**config.mk**
```make
export PLATFORM = sky130hd
export DESIGN_NAME = channel_intr_gen
export DESIGN_NICKNAME = d
export VERILOG_FILES = /design/src/rtl/channel_intr_gen_pkg.sv /design/src/rtl/channel_intr_gen_epoch_down_counter.sv /design/src/rtl/channel_intr_gen.sv
export SDC_FILE = /design/constraint.sdc
export NUM_CORES = 1
export LEC_CHECK = 0
export BUFFER_PORTS_ARGS = -buffer_cell sky130_fd_sc_hd__buf_2
export CAP_MARGIN = 10
export CORE_ASPECT_RATIO = 1.75
export CORE_MARGIN = 2
export CORE_UTILIZATION = 54
export CTS_CLUSTER_SIZE = 24
export DETAILED_ROUTE_END_ITERATION = 12
export GPL_TIMING_DRIVEN = 0
export PLACE_DENSITY = 0.85
export SYNTH_ARGS = -nofsm -noshare
export SYNTH_HDL_FRONTEND = slang
export SYNTH_SLANG_ARGS = --single-unit
```
**constraint.sdc**
```tcl
create_clock -name clk -period 6.9 [get_ports clk]
set_input_delay 1.38 -clock clk [delete_from_list [all_inputs] [get_ports clk]]
set_output_delay 1.38 -clock clk [all_outputs]
set_load 0.05 [all_outputs]
```
**src/rtl/channel_intr_gen_pkg.sv**
```systemverilog
// Shared definitions for the channel epoch/interrupt generator: FSM state
// encoding, default widths and the minimum effective epoch period.
package channel_intr_gen_pkg;

    localparam int DEF_CNT_W   = 24;  // epoch period / down-counter width
    localparam int DEF_INIT_W  = 32;  // code / carrier phase init word width
    localparam int DEF_EPOCH_W = 16;  // epochs-since-load counter width

    // Shortest legal epoch; programmed periods of 0 and 1 are stretched to this
    localparam int MIN_PERIOD  = 2;

    typedef enum logic {
        ST_IDLE = 1'b0,
        ST_RUN  = 1'b1
    } state_e;

endpackage : channel_intr_gen_pkg

```
**src/rtl/channel_intr_gen_epoch_down_counter.sv**
```systemverilog
// Loadable epoch down-counter. Load has priority over decrement; the
// terminal flag is a plain decode of the count reaching zero and is
// qualified by the caller with its own run state.
module channel_intr_gen_epoch_down_counter
    import channel_intr_gen_pkg::*;
#(
    parameter int CNT_W = DEF_CNT_W
) (
    input  logic             clk,
    input  logic             reset_n,
    input  logic             i_load,
    input  logic [CNT_W-1:0] i_load_val,
    input  logic             i_dec,
    output logic             o_zero
);

    logic [CNT_W-1:0] r_count;

    // Count register: reload when asked, otherwise step down while decrementing
    always_ff @(posedge clk or negedge reset_n) begin
        // NOTE: state registers use non-blocking assignments so every flop
        // samples the pre-edge value of its inputs regardless of block order.
        if (!reset_n) begin
            r_count <= '0;
        end else if (i_load) begin
            r_count <= i_load_val;
        end else if (i_dec) begin
            r_count <= r_count - CNT_W'(1);
        end
    end

    assign o_zero = (r_count == '0);

endmodule : channel_intr_gen_epoch_down_counter

```
**src/rtl/channel_intr_gen.sv**
```systemverilog
// Epoch/interrupt generator for one correlator channel.
// Splits clk into programmable epochs, pulses intr_pulse one cycle after each
// terminal count, and applies a pending do-init (shadow -> active load
// registers, load_strobe) exactly on that epoch boundary.
// Optional build macro: CHANNEL_INTR_STATUS_EN adds intr_clr / intr_status
// (sticky interrupt status, set wins over clear).
module channel_intr_gen
    import channel_intr_gen_pkg::*;
#(
    parameter int CNT_W   = DEF_CNT_W,
    parameter int INIT_W  = DEF_INIT_W,
    parameter int EPOCH_W = DEF_EPOCH_W
) (
    input  logic               clk,
    input  logic               reset_n,
    input  logic               enable,
    input  logic [CNT_W-1:0]   intr_period,
    input  logic               doinit,
    input  logic [INIT_W-1:0]  init_code_phase,
    input  logic [INIT_W-1:0]  init_carr_phase,
`ifdef CHANNEL_INTR_STATUS_EN
    input  logic               intr_clr,
    output logic               intr_status,
`endif
    output logic               intr_pulse,
    output logic               load_strobe,
    output logic [INIT_W-1:0]  code_phase_load,
    output logic [INIT_W-1:0]  carr_phase_load,
    output logic [EPOCH_W-1:0] epoch_cnt,
    output logic               running
);

    state_e             r_state;
    logic               r_intr_pulse;
    logic               r_load_strobe;
    logic [INIT_W-1:0]  r_code_phase_load;
    logic [INIT_W-1:0]  r_carr_phase_load;
    logic [EPOCH_W-1:0] r_epoch_cnt;

    logic [CNT_W-1:0]   w_reload_val;
    logic               w_cnt_zero;
    logic               w_terminal;
    logic               w_cnt_load;
    logic               w_cnt_dec;
    logic               w_do_load;

    // Reload value is Peff-1 with Peff = max(intr_period, MIN_PERIOD); it is
    // only consumed at a reload, so mid-epoch period writes wait for the edge.
    assign w_reload_val = (intr_period < CNT_W'(MIN_PERIOD))
                        ? CNT_W'(MIN_PERIOD - 1)
                        : intr_period - CNT_W'(1);

    // Terminal cycle: last cycle of an epoch while running. Not gated by
    // enable, so a boundary reached in the cycle enable drops still fires.
    assign w_terminal = (r_state == ST_RUN) && w_cnt_zero;

    // Hold the counter at Peff-1 whenever not actively counting, so RUN
    // entry always starts a full epoch.
    assign w_cnt_load = (r_state == ST_IDLE) || w_terminal || !enable;
    assign w_cnt_dec  = (r_state == ST_RUN);

    // A do-init only counts when sampled in the terminal cycle
    assign w_do_load  = w_terminal && doinit;

    channel_intr_gen_epoch_down_counter #(
        .CNT_W (CNT_W)
    ) u_epoch_down_counter (
        .clk        (clk),
        .reset_n    (reset_n),
        .i_load     (w_cnt_load),
        .i_load_val (w_reload_val),
        .i_dec      (w_cnt_dec),
        .o_zero     (w_cnt_zero)
    );

    // Run/idle FSM with registered boundary pulse, load strobe, load registers
    // and epoch counter, all updated on the edge that ends the terminal cycle
    always_ff @(posedge clk or negedge reset_n) begin
        if (!reset_n) begin
            r_state           <= ST_IDLE;
            r_intr_pulse      <= 1'b0;
            r_load_strobe     <= 1'b0;
            // NOTE: the active load registers are observable outputs with a
            // defined reset value, so they are reset like any other state.
            r_code_phase_load <= '0;
            r_carr_phase_load <= '0;
            r_epoch_cnt       <= '0;
        end else begin
            r_intr_pulse  <= w_terminal;
            r_load_strobe <= w_do_load;

            if (w_do_load) begin
                r_code_phase_load <= init_code_phase;
                r_carr_phase_load <= init_carr_phase;
                r_epoch_cnt       <= '0;
            end else if (w_terminal) begin
                r_epoch_cnt       <= r_epoch_cnt + EPOCH_W'(1);
            end

            case (r_state)
                ST_IDLE: if (enable)  r_state <= ST_RUN;
                ST_RUN:  if (!enable) r_state <= ST_IDLE;
                default:              r_state <= ST_IDLE;
            endcase
        end
    end

`ifdef CHANNEL_INTR_STATUS_EN
    logic r_intr_status;

    // Sticky status: set by the boundary pulse, cleared by intr_clr, set wins
    always_ff @(posedge clk or negedge reset_n) begin
        if (!reset_n) begin
            r_intr_status <= 1'b0;
        end else if (r_intr_pulse) begin
            r_intr_status <= 1'b1;
        end else if (intr_clr) begin
            r_intr_status <= 1'b0;
        end
    end

    assign intr_status = r_intr_status;
`endif

    assign intr_pulse      = r_intr_pulse;
    assign load_strobe     = r_load_strobe;
    assign code_phase_load = r_code_phase_load;
    assign carr_phase_load = r_carr_phase_load;
    assign epoch_cnt       = r_epoch_cnt;
    assign running         = (r_state == ST_RUN);

endmodule : channel_intr_gen

```
# Word-level counts from Yosys, hierarchy flattened
# Cells that the tools add are included.
# totals
wordCells	26
output_inout_bits	83
input_bits	92
reg_bits	107
# op_classes
n_reduce_logical	8
n_mux	6
n_bitwise	1
add_sub_neg	3
order_cmp	1
# op_table
cell	n
$mux W24	3
$sub A24 B1 Y24 const B	2
$mux W16	2
$logic_not A24 Y1	1
$lt A24 B2 Y1 const B	1
$add A16 B1 Y16 const B	1
$reduce_bool A2 Y1	2
$logic_and A1 B1 Y1	2
$logic_or A1 B1 Y1	2
$logic_not A1 Y1	1
$mux W1	1
$not A1 Y1	1

# Logic depth before layout (Yosys ltp)
# logic_depth
word_depth	5
mapped_depth	10
ltp_nobuf	7

# Hierarchy
# From an unflattened synthesis, not the netlist that was laid out.
# hier_totals
hier_cells	602
hier_area_um2	5226.3
# by_module_without_submodules
mod	instances	area_per_inst_um2	seq_area_each_um2	cells_per_inst
channel_intr_gen	1	3816.2	2077.0	443
channel_intr_gen_epoch_down_counter	1	1410.1	600.6	159

# Least setup slack after synthesis
# Ideal clock, no wire load.
# synth_path
kind	input port to flip-flop
start	in intr_period[19]
end	reg u_epoch_down_counter.r_count[16]
setup_time_ns	0.138
n_path_buf	1
arrival_time_ns	3.262
cell_stages	5
setup_slack_ns	3.499
t_required_ns	6.762
path_cell_list	or4_1 or3_1 o41ai_1 clkbuf_1 o22ai_1
# synth_via
elab_chain_cells	3
# synth_rtl
item	line_no	source
start, declared	channel_intr_gen.sv:17	input logic [CNT_W-1:0] intr_period,
$lt A24 B2 Y1	channel_intr_gen.sv:49	assign w_reload_val = (intr_period < CNT_W'(MIN_PERIOD))
$mux W24	channel_intr_gen.sv:50	? CNT_W'(MIN_PERIOD - 1)
$mux W24	channel_intr_gen_epoch_down_counter.sv:25	end else if (i_load) begin
end signal, assigned	channel_intr_gen_epoch_down_counter.sv:26	r_count <= i_load_val;
end signal, assigned	channel_intr_gen_epoch_down_counter.sv:28	r_count <= r_count - CNT_W'(1);
end, declared	channel_intr_gen_epoch_down_counter.sv:17	logic [CNT_W-1:0] r_count;
# No other way between the ends.
# A chain may end at the register's enable or synchronous reset.

# Final worst setup path
# layout_path
start	in intr_period[6]
end	reg u_epoch_down_counter.r_count[21]
# layout_via
elab_chain_cells	3
elab_cells_between_ends	4
cone_classes	add/sub: 1; order compare: 1; mux: 2
# layout_rtl
item	line_no
$sub A24 B1 Y24 / $lt A24 B2 Y1 (equally long branches)	channel_intr_gen.sv:51, channel_intr_gen.sv:49
$mux W24 *	channel_intr_gen.sv:50
$mux W24 *	channel_intr_gen_epoch_down_counter.sv:25
# Mark *: on every way between the ends. The rest lies on a longest branch, timed or not.

==> metrics.txt <==
status completed; antenna violations before repair 0; Peak VDD IR 127 uV; cell taking the most area after synthesis dfrtp_1; dpl cells 737; count of clock tree sinks 107; RePlAce Congestion 0.828; worst rel slew slack 49.9%; Rows 46; Core ar. 9090 sq um; Setup-failing EPs final 0; Worst R2R Start u_epoch_down_counter.r_count[9]$_DFFE_PN0P_; CTS buffer count 9; Port Buffers 174; H-tree Lvls 3; clock skew 0.0122 ns; wire length per cell 17.2 um; largest cells by area after synthesis dfrtp_1 53%, mux2_2 14%, xnor2_1 5.6%; Area Overhead vs Synth 26.6%; WL final 12900 um; Post-Synthesis Cells 442; WS Path Type primary input to register; RSZ-0062 raised after global routing no; Total Routing Usage GR 26.0%; TNS Setup 0 ns; Comb power frac 15.9%; share of layout cells above drive strength 1 42.8%; Synth Net Count 538; Max Transition Viols Final 0; Commonest cells post-synth 107 x dfrtp_1, 64 x mux2_2, 37 x nand3_1, 32 x nand2_1, 32 x xnor2_1; Residual DRC 0; post-DP HPWL 10100 um; # diodes 0; sw frac 29.7%; HP Class register to register; Pint 991 uW; endpoint of the worst hold path carr_phase_load[0]$_DFFE_PN0P_; IO Count 175; reg2reg path depth 7; synthesized cell area 5040 sq um; slew of the pin with the lowest slew margin 0.744 ns; clock power share 35.6%; Initial Util 55.4%; net switching power 419 uW; CP endpoint kind register; die height 132 um; first-pass GRT wire length 20900 um; reg2reg setup slack 3.60 ns; cts repair resizes 0; Leak 0.00304 uW; die span in x 77.0 um; Longest Clk Path Bufs 2; crit share post-route 55.1%; most common cell in the netlist dfrtp_1; Final Hold Vio Count 0; worst endpoint required time 7.10 ns; EDFF count, synth 0; CTS tree done; Worst R2R End carr_phase_load[6]$_DFFE_PN0P_; largest net degree at the start of global routing 58; HP Start carr_phase_load[0]$_DFFE_PN0P_; die area 10200 sq um; Routed Antenna Nets 0; critical path fanouts, max 10; sequential cell area 2680 sq um; top cell type's share of synthesized area 53.1%; startpoint types primary input; hold-critical path depth 1; DR vias 4256; GRT Residual Overflow 0; Post-CTS Setup Bufs 0; #FFs+latches synth 107; final non-filler cell total 753; sequential-to-total area share from yosys stat 53.1%; YS warnings 0; min Tclk post-route 3.80 ns; maxcap violations 0; Via density 5.65; CTS clk-pin slew, worst paths 0.08 ns; fraction of registers with async set/reset 100%; register share of total power 48.6%; Root Buffer clkbuf_16; Post-synth top flop dfrtp_1; Final #Nets 724; post-synthesis cell type count 31; maximum clock frequency 0.263 GHz; hold_buf cts 0; Clock Latency Late Sink 0.35 ns; Initial DRC Count 291; multi-input logic area 2240 sq um; # fillers 694; First-pass DRT Iterations 5; pwr/cell area 221 nW/um^2; vias in the first global route 4354; syn_area_per_cell 11.4 sq um; worst endpoint data arrival time 4.00 ns
[cell families (layout without fill, tap and decap cells)]
family          after synthesis  in the layout  share of synthesized area [%]
flops                       107            107                           53.1
xor+xnor                     41             41                           7.12
compound gates               32             32                           4.22
fa+ha+maj                     4              4                          0.993
simple gates                170            170                           17.8
buf+inv                      24            215                           2.41
mux                          64             64                           14.3
[metal layers]
metal  track usage, %  wire length, um  vias to the layer above
li1                 -                -                     1989
met2             48.2             7330                      178
met1             29.0             4570                     2052
met4             11.7              462                        0
met3             3.77              559                       37
met5                0                0                        -
[critical path: stages]
cell and delay [ns]:
buf_2 0.12, nor4_1 0.56, nand4_1 0.47, o41ai_1 0.83, clkbuf_1 0.46, o22ai_1 0.18
[power by group through the flow]
stage	registers (uW)	clock network [uW]	logic, uW
final	685	501	224
after global routing	689	540	239
after CTS	684	511	225
after detailed placement	696	0	223
after global placement	692	0	215
after floorplan	763	0	68.0
[flip-flops by register name (all words and copies together), names as in the netlist]
signal,count
carr_phase_load,32
code_phase_load,32
u_epoch_down_counter.r_count,24
epoch_cnt,16
intr_pulse,1
load_strobe,1
running,1
[cell type report]
type	count	area share, %
flip-flops and latches	107	41.9
clock buffers	9	3.53
multi-input cells	311	35.1
repair buffers	175	14.1
plain buffers	18	1.55
clock inverters	7	1.04
inverters	6	0.353
well taps	120	2.35
[through the flow]
stage / hold WS (ns) / power, uW / area, sq um / util (%) / setup slack, ns
floorplan: 0.537 / 831 / 5040 / - / 3.50
global placement: 0.484 / 907 / 6060 / 66.7 / 2.84
detailed placement: 0.494 / 919 / 6090 / 67.0 / 2.74
CTS: 0.510 / 1420 / 6380 / 70.2 / 3.10
global route: 0.524 / 1470 / 6380 / 70.2 / 2.76
finish: 0.505 / 1410 / 6380 / 70.2 / 3.10
[worst max path at each step]
stage,slack (ns),end,depth (start not counted),startpoint
after detailed placement,2.74,u_epoch_down_counter.r_count[21]$_DFFE_PN0P_,6,intr_period[6]
after global placement,2.84,u_epoch_down_counter.r_count[19]$_DFFE_PN0P_,6,intr_period[6]
final,3.10,u_epoch_down_counter.r_count[21]$_DFFE_PN0P_,6,intr_period[6]
after CTS,3.10,u_epoch_down_counter.r_count[21]$_DFFE_PN0P_,6,intr_period[6]
after floorplan,3.50,u_epoch_down_counter.r_count[16]$_DFFE_PN0P_,5,intr_period[19]
after global routing,2.76,u_epoch_down_counter.r_count[21]$_DFFE_PN0P_,6,intr_period[6]
[placed cells by master (no fill, tap or decap), types with 4 or more instances in the layout]
cell,n
buf_2,180
dfrtp_1,107
mux2_2,64
nand3_1,37
nand2_1,32
xnor2_1,32
or4_1,23
nor3_1,21
o22ai_1,21
nor2_1,18
nor4_1,12
xor2_1,9
clkbuf_16,9
clkbuf_1,8
or3_1,7
inv_1,6
or2_2,5
and3_1,5
nand4_1,5
o21ai_0,4
ha_1,4
(Power assumes the default switching activity.)
